## config.mk

```make
export PLATFORM = sky130hd
export DESIGN_NAME = program_loader
export DESIGN_NICKNAME = d
export VERILOG_FILES = /design/src/rtl/cpu_pkg.sv /design/src/rtl/program_buffer.sv /design/src/rtl/program_loader.sv
export SDC_FILE = /design/constraint.sdc
export NUM_CORES = 1
export LEC_CHECK = 0
export ABC_AREA = 1
export BUFFER_PORTS_ARGS = -buffer_cell sky130_fd_sc_hd__buf_2
export CORE_ASPECT_RATIO = 0.6
export CORE_MARGIN = 4
export CORE_UTILIZATION = 40
export DETAILED_ROUTE_END_ITERATION = 16
export PLACE_DENSITY = 0.55
export SLEW_MARGIN = 5
export SYNTH_ARGS = -nofsm -noshare
export SYNTH_HDL_FRONTEND = slang
export SYNTH_SLANG_ARGS = --single-unit
```

## constraint.sdc

```tcl
create_clock -name clk_i -period 2.5 [get_ports clk_i]
set_input_delay 0.5 -clock clk_i [delete_from_list [all_inputs] [get_ports clk_i]]
set_output_delay 0.5 -clock clk_i [all_outputs]
set_load 0.1 [all_outputs]
```

## src/rtl/cpu_pkg.sv

```systemverilog
// Shared constants, state encoding and a saturating counter helper for the
// program loader and its byte buffer.
package cpu_pkg;

  localparam int DATA_W         = 8;
  localparam int NUM_WORDS      = 16;
  localparam int ADDR_W         = 4;
  localparam int ARM_CYCLES     = 2;
  localparam int RELEASE_CYCLES = 2;

  localparam logic [ADDR_W:0] FULL_C = (ADDR_W+1)'(NUM_WORDS);

  typedef enum logic [2:0] {
    ST_IDLE    = 3'd0,
    ST_COLLECT = 3'd1,
    ST_ARM     = 3'd2,
    ST_PROGRAM = 3'd3,
    ST_RELEASE = 3'd4,
    ST_RUN     = 3'd5
  } state_e;

  // Counters stop at NUM_WORDS instead of wrapping.
  function automatic logic [ADDR_W:0] sat_inc(input logic [ADDR_W:0] v);
    if (v >= FULL_C) begin
      return v;
    end else begin
      return v + (ADDR_W+1)'(1);
    end
  endfunction

endpackage

```

## src/rtl/program_buffer.sv

```systemverilog
// Program byte store: synchronous write port, asynchronous read port, no reset.
module program_buffer
  import cpu_pkg::*;
(
  input  logic              clk_i,
  input  logic              we_i,
  input  logic [ADDR_W-1:0] waddr_i,
  input  logic [DATA_W-1:0] wdata_i,
  input  logic [ADDR_W-1:0] raddr_i,
  output logic [DATA_W-1:0] rdata_o
);

  logic [DATA_W-1:0] mem_q [NUM_WORDS];

  // Storage write.
  always_ff @(posedge clk_i) begin
    if (we_i) begin
      mem_q[waddr_i] <= wdata_i;
    end
  end

  assign rdata_o = mem_q[raddr_i];

endmodule

```

## src/rtl/program_loader.sv

```systemverilog
// Collects a program byte-stream, then replays it into the CPU RAM through the
// control block's programming strobes while holding the CPU in reset.
module program_loader
  import cpu_pkg::*;
(
  input  logic              clk_i,
  input  logic              rst_i,
  input  logic              start_i,
  input  logic              commit_i,
  input  logic              in_valid_i,
  input  logic [DATA_W-1:0] in_data_i,
  output logic              in_ready_o,
  input  logic              read_ui_in_i,
  input  logic              done_load_i,
  output logic              programming_o,
  output logic              cpu_resetn_o,
  output logic [DATA_W-1:0] load_data_o,
  output logic [ADDR_W:0]   words_loaded_o,
  output logic [ADDR_W:0]   prog_len_o,
  output logic              busy_o,
  output logic              err_o
);

  state_e          state_q, state_d;
  logic [ADDR_W:0] prog_len_q, prog_len_d, words_q, words_d, rd_ptr_q, rd_ptr_d;
  logic [1:0]      cnt_q, cnt_d;
  logic            pending_q, pending_d, err_q, err_d;
  logic            in_ready_q, in_ready_d, programming_q, programming_d;
  logic            cpu_resetn_q, cpu_resetn_d, busy_q, busy_d;
  logic            in_prog_s, accept_s, rd_ok_s, done_ok_s;
  logic [DATA_W-1:0] rdata_s;

  program_buffer u_buf (
    .clk_i   (clk_i),
    .we_i    (accept_s),
    .waddr_i (prog_len_q[ADDR_W-1:0]),
    .wdata_i (in_data_i),
    .raddr_i (rd_ptr_q[ADDR_W-1:0]),
    .rdata_o (rdata_s)
  );

  assign in_prog_s   = (state_q == ST_PROGRAM);
  assign accept_s    = (state_q == ST_COLLECT) && in_valid_i && in_ready_q;
  assign rd_ok_s     = in_prog_s && read_ui_in_i && (rd_ptr_q < prog_len_q);
  // A done_load must pair with an earlier read_ui_in that has not been matched yet.
  assign done_ok_s   = in_prog_s && done_load_i && pending_q;
  assign load_data_o = (in_prog_s && (rd_ptr_q < prog_len_q)) ? rdata_s : {DATA_W{1'b0}};

  // Next-state, counter and registered-output computation.
  always_comb begin
    state_d    = state_q;
    prog_len_d = prog_len_q;
    words_d    = words_q;
    rd_ptr_d   = rd_ptr_q;
    cnt_d      = cnt_q;
    pending_d  = pending_q;
    err_d      = err_q | (read_ui_in_i & ~rd_ok_s) | (done_load_i & ~done_ok_s);
    case (state_q)
      ST_IDLE, ST_RUN: begin
        if (start_i) begin
          state_d    = ST_COLLECT;
          prog_len_d = '0;
          words_d    = '0;
          rd_ptr_d   = '0;
          pending_d  = 1'b0;
          err_d      = 1'b0;
        end else begin
          state_d = state_q;
        end
      end
      ST_COLLECT: begin
        if (accept_s) begin
          prog_len_d = sat_inc(prog_len_q);
        end else begin
          prog_len_d = prog_len_q;
        end
        if ((prog_len_d == FULL_C) || (commit_i && (prog_len_d != '0))) begin
          state_d = ST_ARM;
          cnt_d   = 2'd0;
        end else begin
          state_d = state_q;
        end
      end
      ST_ARM: begin
        if (cnt_q == 2'(ARM_CYCLES - 1)) begin
          state_d = ST_PROGRAM;
        end else begin
          cnt_d = cnt_q + 2'd1;
        end
      end
      ST_PROGRAM: begin
        rd_ptr_d  = rd_ok_s ? rd_ptr_q + (ADDR_W+1)'(1) : rd_ptr_q;
        pending_d = (pending_q & ~done_ok_s) | rd_ok_s;
        words_d   = done_ok_s ? sat_inc(words_q) : words_q;
        if (done_ok_s && (words_d == prog_len_q)) begin
          state_d = ST_RELEASE;
          cnt_d   = 2'd0;
        end else begin
          state_d = state_q;
        end
      end
      ST_RELEASE: begin
        if (cnt_q == 2'(RELEASE_CYCLES - 1)) begin
          state_d = ST_RUN;
        end else begin
          cnt_d = cnt_q + 2'd1;
        end
      end
      default: state_d = ST_IDLE;
    endcase

    in_ready_d    = (state_d == ST_COLLECT) && (prog_len_d < FULL_C);
    programming_d = (state_d == ST_PROGRAM);
    busy_d        = !((state_d == ST_IDLE) || (state_d == ST_RUN));
    // During collection the CPU keeps whatever reset level it had on entry.
    case (state_d)
      ST_PROGRAM, ST_RUN: cpu_resetn_d = 1'b1;
      ST_COLLECT:         cpu_resetn_d = cpu_resetn_q;
      default:            cpu_resetn_d = 1'b0;
    endcase
  end

  // State, counters and output registers.
  always_ff @(posedge clk_i) begin
    if (rst_i) begin
      state_q       <= ST_IDLE;
      prog_len_q    <= '0;
      words_q       <= '0;
      rd_ptr_q      <= '0;
      cnt_q         <= 2'd0;
      pending_q     <= 1'b0;
      err_q         <= 1'b0;
      in_ready_q    <= 1'b0;
      programming_q <= 1'b0;
      cpu_resetn_q  <= 1'b0;
      busy_q        <= 1'b0;
    end else begin
      state_q       <= state_d;
      prog_len_q    <= prog_len_d;
      words_q       <= words_d;
      rd_ptr_q      <= rd_ptr_d;
      cnt_q         <= cnt_d;
      pending_q     <= pending_d;
      err_q         <= err_d;
      in_ready_q    <= in_ready_d;
      programming_q <= programming_d;
      cpu_resetn_q  <= cpu_resetn_d;
      busy_q        <= busy_d;
    end
  end

  assign in_ready_o     = in_ready_q;
  assign programming_o  = programming_q;
  assign cpu_resetn_o   = cpu_resetn_q;
  assign words_loaded_o = words_q;
  assign prog_len_o     = prog_len_q;
  assign busy_o         = busy_q;
  assign err_o          = err_q;

endmodule

```

Yosys cells after proc, flatten, opt, wreduce, memory -nomap -nowiden --
Memory sizes are Yosys's and may differ from the RTL's. A register that Yosys moved wholly into a read port is not among the register bits. Index checks and enable logic that the tools add are counted.
Storage, ports and cells: memory bits (writable) 128, bits of input ports 15, output and inout bits 23, memories kept 1, word-level logic and storage cells 100, register bits after elaboration 26
Cells by class: multiplexer cells 32, reduce and logical (&&, ||, !) cells 24, bitwise logic cells 8, order comparisons 4, equality and inequality tests 16, add/subtract/negate cells 4
Memories:
- u_buf.mem_q | words 16, bits a word 8, rd ports 1, clocked after Yosys merged registers in 1, wr ports 1, line program_buffer.sv:13 | logic [DATA_W-1:0] mem_q [NUM_WORDS];
Operators by type and width (count):
- $mux 5 | 9
- $pmux 5 s2 | 3
- $add 5x1->5 const B | 3
- $mux 3 | 5
- $pmux 3 s5 | 1
- $ge 5x5->1 const B | 2
- $logic_and 1x1->1 | 10
- $eq 3x2->1 const B | 3
- $eq 3x3->1 const B | 3
- $mux 4 | 2
- $mux 8 | 1
- $eq 3x1->1 const B | 2
- $logic_not 3->1 | 2
- $mux 2 | 3
- $ne 2x1->1 const B | 3
- $pmux 2 s3 | 1
- $reduce_or 2->1 | 3
- $eq 5x5->1 | 1
- $eq 5x5->1 const B | 1
- $lt 5x5->1 | 1
- $lt 5x5->1 const B | 1
- $mux 1 | 5
- $reduce_bool 5->1 | 1
- $ne 2x2->1 const B | 2
- other kinds (13) | 20

Depth between registers and ports, before layout --
Gate-level depths: netlist (run 1).
depth in word-level cells 13, depth in mapped cells 16, depth with buffers taken out 16

Modules after synthesis --
From an unflattened synthesis (run 1), not the netlist that was laid out.
Second synthesis, totals: cells, all modules 833, area, all modules 7387.1 sq um
By module, submodules not included:
- program_buffer | area an instance 5606.6 sq um, times used 1, sequential area each 3843.7 sq um, cells each 543
- program_loader | area an instance 1780.5 sq um, times used 1, sequential area each 520.5 sq um, cells each 290

Least setup slack after synthesis (run 1) --
No wires, ideal clock.
path type register to output, start register prog_len_q[2] (netlist: prog_len_o[2]), end output port load_data_o[0], arrival 4588 ps, cell stages (with the launch flop) 11, buffers on the path 1, data required time 2000 ps, path slack -2588 ps, cells stage by stage dfxtp_1 > buf_2 > inv_1 > ha_1 > nand2_1 > nor2_1 > o21ai_0 > o211ai_1 > nor2_1 > clkinv_1 > a311oi_1
On the way: longest elaborated chain between the ends 3
Ends and longest elaborated chain:
- start: declaration | line program_loader.sv:25 | logic [ADDR_W:0] prog_len_q, prog_len_d, words_q, words_d, rd_ptr_q, rd_ptr_d;
- start signal: assignment | line program_loader.sv:139 | prog_len_q <= prog_len_d;
- $lt 5x5->1 | line program_loader.sv:47 | assign load_data_o = (in_prog_s && (rd_ptr_q < prog_len_q)) ? rdata_s : {DATA_W{1'b0}};
- $logic_and 1x1->1 | line program_loader.sv:47
- $mux 8 | line program_loader.sv:47
- end: declaration | line program_loader.sv:17 | output logic [DATA_W-1:0] load_data_o,
Every way passes these cells.

Final worst setup path (run 1) --
Ends and elaborated chain as after synthesis.

==> results.txt, run 1 <==
status = finished with violations
failing checks = negative setup slack
GRT Total Usage = 0.188
initial DRC count = 558
std cell rows = 37
Final Slew Violations = 0
mux cell area share after synthesis = 0.0403
FF-to-FF path depth = 15
Clk pin slew, worst setup/hold paths = 0.06 ns
Crit. Startpoint = prog_len_o[2]
CTS Root Cell = clkbuf_16
Reg2Reg Setup Slack = 0.28 ns
Max VDD drop = 0.405 mV
CP Capture Type = output pin
iteration count of the initial detailed-routing pass = 5
CTS tree = built
DR WL/cell = 18.5 microns
Die Wd = 179 microns
R2R Path End = busy_o
fmax = 0.364 GHz
Adder-Cell Fraction of Synth Area = 0.0214
Placer Congestion = 0.892
largest family of logic cells by synthesized area = simple AND/OR/NAND/NOR gates
XOR/XNOR share of the synthesized area = 0.00374
Post-Synth Simple-Gate Area = 0.141
Synth area leaders = edfxtp_1, dfxtp_1, nand2_1
overall power = 5.81 mW
Tcrit/Tclk final = 1.10
most common cell in the netlist = edfxtp_1
remaining antenna violation count = 0
main flop type after synthesis = edfxtp_1
CORE AREA = 17,200 sq um
post-synth top area share = 0.547
CTS buffer count = 17
CP Launch Type = register
CP Class = register to output pin
height of the die = 111 microns
DRC = 0
post-synth top area cell = edfxtp_1
Synth-to-Final Area Change = 24.8%
clock sinks = 158
syn_area_per_cell = 10.7 sq um
vias per cell = 5.15
leak pwr = 3.32 nW
top cells by count, synth = edfxtp_1, nand2_1, inv_1, o21ai_0, a21oi_1
post-layout net count = 764
mapped cell area = 7020 sq um
ys async rst share = 0
Fin Setup TNS = -1.70 ns
worst path required time = 2.00 ns
minimum clock period = 2.75 ns
Synth Register Bits = 158
Synth Instances = 659
Hold Buf Count CTS = 0
worst-margin pin slew = 0.558 ns
total routed wirelength = 18.2 mm
Initial Utilization = 0.409
Via Count = 5,070
Max Cap Violations = 0
CTS H-Tree Depth = 4
post-synthesis net count = 686
final number of setup-violating endpoints = 8
gr ovfl total = 0
initial antenna violation count = 0
I/O pins = 38
Sw Ratio = 0.257
CP max FO = 4
Clk Latency, worst-skew pair = 0.42 ns
sequential area share after synthesis = 0.633
FF-to-FF Start = state_q[1]
largest net degree at the start of global routing = 44
relative slew slack = 0.627
antenna cells = 0
Syn. warnings = 0
Die Area = 19,800 sq um
layout cells sized above 1 = 0.248
Seq pwr share = 0.495
pwr dens = 662 nW/um^2
Fill cells = 1,522
CTS Buffer Depth = 2
Int Pwr = 4.31 mW
Setup WS pre-CTS = 0.0319 ns
vias in the first global route = 4,711
Clk pwr share = 0.419
PnR worst setup slack = -0.247 ns
area occupied by multi-input gates = 2390 sq um
combinational share of power = 0.085
Synth Area in Compound Gates = 0.105
skew final = 0.00938 ns
first-pass GRT wire length = 28.0 mm
Hold Vio Cnt, Final = 0
CP endpoint = load_data_o[0]
RSZ-0062 raised after global routing = yes
port bufs = 37
critical path arrival = 2.25 ns
Distinct cells, synth = 36
min-delay worst type = primary input to register
Post-synth EDFFs = 128
detailed placement HPWL = 12.2 mm
P_sw = 1.49 mW
Reg area = 4470 sq um
worst hold slack = 0.364 ns
## state kept, by name (all words and copies together) (netlist names), named ones only
| signal | cells |
|---|---|
| cpu_resetn_o | 1 |
| words_loaded_o | 5 |
| u_buf.mem_q | 128 |
| prog_len_o | 5 |
| err_o | 1 |
| state_q | 3 |
| programming_o | 1 |
| pending_q | 1 |
| rd_ptr_q | 5 |
| in_ready_o | 1 |
| busy_o | 1 |
| cnt_q | 2 |
## stage by stage
stage / instance area, sq um / instances / utilization
after floorplan: 7210 / 659 / -
final: 8770 / 984 / 0.511
after global placement: 7970 / 940 / 0.464
after detailed placement: 7970 / 940 / 0.464
after CTS: 8730 / 982 / 0.508
after global routing: 8770 / 984 / 0.511
## what timing repair did
item,4_1_cts,5_1_grt
gates cloned,1,1
pin swaps,13,6
resized for setup,32,6
setup buffers,9,1
setup endpoints to repair,8,8
## how the worst min path moves through the flow
stage	startpoint	to	slack, ns	cells past startpoint
after CTS	read_ui_in_i	err_o	0.34	3
after global placement	cnt_q[0]	cnt_q[0]	0.47	2
after floorplan	pending_q	pending_q	0.46	2
after global routing	read_ui_in_i	err_o	0.37	3
final	read_ui_in_i	err_o	0.36	3
after detailed placement	cnt_q[0]	cnt_q[0]	0.48	2
## layout by cell type (no fill, tap or decap), types with 3 or more instances in the layout
cell type	instances
edfxtp_1	128
o211ai_1	4
mux2i_1	26
nor2_1	44
buf_2	29
ha_4	4
a31oi_1	8
nor2_4	4
a21oi_1	54
clkinvlp_4	4
ha_1	8
o21ai_2	3
dfxtp_4	5
inv_6	4
nor3_1	3
o21ai_0	46
nand3_2	5
inv_1	63
nor2_2	8
nand2_2	10
inv_4	4
dfxtp_2	8
nand4_1	6
nand3_1	33
inv_2	4
a311oi_4	6
buf_6	5
buf_4	36
inv_8	5
dfxtp_1	17
clkbuf_16	18
nand2_1	107
o21ai_1	10
buf_12	12
## per-layer routing
layer | part of all wire | track usage | wire, microns | vias to the layer above
met4 | 0.010 | 0.0542 | 188 | 0
met3 | 0.059 | 0.0407 | 1070 | 14
met2 | 0.40 | 0.235 | 7310 | 158
li1 | - | - | - | 2446
met1 | 0.53 | 0.316 | 9620 | 2452
met5 | 0 | 0 | 0 | -
## kinds of logic after synthesis
kind of cell / count (synthesis)
flops: 158
fa+ha+maj: 12
buf+inv: 99
compound gates: 136
simple gates: 223
mux: 28
xor+xnor: 3
## cell type report
type,count,share of cell area
timing repair buffer,83,0.0840
sequential,158,0.510
clock inverter,15,0.0146
inverter,74,0.0344
timing repair inverter,1,0.00186
clock buffer,17,0.0485
tap,234,0.0334
multi-input combinational,402,0.273
## power groups by stage
stage | registers (mW) | logic [mW] | clock network (mW)
floorplan | 2.98 | 0.252 | 0
global placement | 2.94 | 0.436 | 0
detailed placement | 2.94 | 0.443 | 0
CTS | 2.88 | 0.476 | 2.48
global route | 2.88 | 0.536 | 2.62
finish | 2.88 | 0.494 | 2.44
## critical path: stages (launching register included)
cell	delay, ns
dfxtp_4	0.37
inv_6	0.04
ha_4	0.21
nand2_2	0.07
nor2_2	0.04
o21ai_1	0.07
o211ai_1	0.14
nor2_4	0.21
buf_12	0.14
clkinv_8	0.07
a311oi_4	0.25
buf_12	0.21
(Power assumes the default switching activity.)
==> run 2: changes to the inputs <==
Settings changed: PLACE_DENSITY 0.55 to unset, PLACE_DENSITY_LB_ADDON set to 0.12.
==> run 2 against run 1 <==
Compared with the run above: the run still ends with negative setup slack left; critical path depth fell by 2; global-route usage is 0.18 points higher; wire length is 1.1% lower; die area unchanged; clock-buffer cell count is 1 higher; flip-flop and latch count stayed put; sequential share of layout area down 0.87 points; sequential power barely moved; register-to-register slack got worse by 0.13 ns; utilization rose by 0.87 points; non-clock buffer count increased by 16; largest power group unchanged.
==> results.txt, run 2 (synthesized netlist as in run 1, its figures left out) <==
status = finished with violations
failing checks = negative setup slack
port bufs = 37
Placer Congestion = 0.838
CTS H-Tree Depth = 4
Die Wd = 179 microns
Hold Buf Count CTS = 0
largest net degree at the start of global routing = 32
min-delay worst type = primary input to register
Clk pin slew, worst setup/hold paths = 0.07 ns
CTS buffer count = 17
Reg area = 4470 sq um
layout cells sized above 1 = 0.267
overall power = 5.97 mW
critical path arrival = 2.28 ns
leading cell type in the layout, fill and taps excluded = edfxtp_1
commonest cells after routing, fill and taps aside = edfxtp_1, nand2_1, inv_1
area occupied by multi-input gates = 2420 sq um
antenna cells = 0
Synth-to-Final Area Change = 27.0%
minimum clock period = 2.78 ns
Tcrit/Tclk final = 1.11
first-pass GRT wire length = 28.3 mm
final number of setup-violating endpoints = 8
Clk Latency, worst-skew pair = 0.42 ns
vias per cell = 5.07
CP Capture Type = output pin
vias in the first global route = 4,767
detailed placement HPWL = 12.3 mm
Final Slew Violations = 0
pwr dens = 669 nW/um^2
CP Launch Type = register
Max VDD drop = 0.399 mV
height of the die = 111 microns
fmax = 0.360 GHz
Via Count = 5,065
Fill cells = 1,480
std cell rows = 37
DRC = 0
remaining antenna violation count = 0
I/O pins = 38
skew final = 0.0123 ns
GRT Total Usage = 0.190
CP Class = register to output pin
final core utilization = 0.519
Initial Utilization = 0.409
Die Area = 19,800 sq um
relative slew slack = 0.625
CORE AREA = 17,200 sq um
DR WL/cell = 18.0 microns
worst path required time = 2.00 ns
leak pwr = 3.42 nW
CP max FO = 4
initial antenna violation count = 0
Max Cap Violations = 0
CTS Buffer Depth = 2
worst-margin pin slew = 0.563 ns
gr ovfl total = 0
post-layout net count = 779
RSZ-0062 raised after global routing = yes
clock sinks = 158
Hold Vio Cnt, Final = 0
max reg flops = 128
iteration count of the initial detailed-routing pass = 5
Largest Register = u_buf.mem_q
CTS Root Cell = clkbuf_16
total routed wirelength = 18.0 mm
PnR worst setup slack = -0.280 ns
initial DRC count = 485
CTS tree = built
==> run 2: cell type report <==
class,count,area share
clock buffer,18,0.0481
clock inverter,14,0.0177
inverter,74,0.0337
multi-input combinational,402,0.271
sequential,158,0.501
tap,234,0.0328
timing repair buffer,99,0.0951
==> run 2: timing repair <==
action	in CTS	in global routing
pin swaps	12	6
hold endpoints to repair	0	0
setup endpoints to repair	8	10
resized for setup	32	16
gates cloned	1	0
buffers inserted	11	3
==> run 2: worst max-delay path, stage by stage (launching register included) <==
cell,delay [ns]
dfxtp_4,0.37
inv_6,0.03
ha_4,0.21
a21oi_1,0.15
o211ai_1,0.11
nor2_2,0.21
clkinv_4,0.11
buf_12,0.15
a311oi_4,0.29
buf_12,0.22
==> run 2: through the flow <==
stage	hold WS, ns	setup WS (ns)	setup TNS [ns]	cells	cell area (sq um)
final	0.365	-0.280	-1.83	999	8920
after global routing	0.400	-0.383	-2.79	999	8920
after CTS	0.347	-0.298	-1.80	997	8860
after detailed placement	0.488	0.0711	0	953	8080
after global placement	0.467	0.0508	0	953	8080
after floorplan	0.458	-0.464	-3.54	659	7210
==> run 2: power breakdown <==
| group | total, mW | switching [mW] | internal [mW] |
|---|---|---|---|
| sequential | 2.87 | 0.0192 | 2.86 |
| combinational | 0.494 | 0.333 | 0.161 |
| clock | 2.60 | 1.11 | 1.49 |
==> run 2: final timing paths <==
| path | cells past startpoint | start | to | slack (ns) |
|---|---|---|---|---|
| max | 9 | prog_len_o[2] | load_data_o[0] | -0.28 |
| min | 3 | done_load_i | err_o | 0.37 |
| max reg2reg | 18 | prog_len_o[2] | rd_ptr_q[4] | 0.15 |
| min reg2reg | 2 | pending_q | pending_q | 0.50 |
==> run 2: per-layer routing <==
layer	up-vias	GRT usage	part of all wire
met5	-	0	0
met4	0	0.0511	0.0092
met1	2431	0.316	0.53
met2	140	0.242	0.40
li1	2483	-	-
met3	11	0.0417	0.056
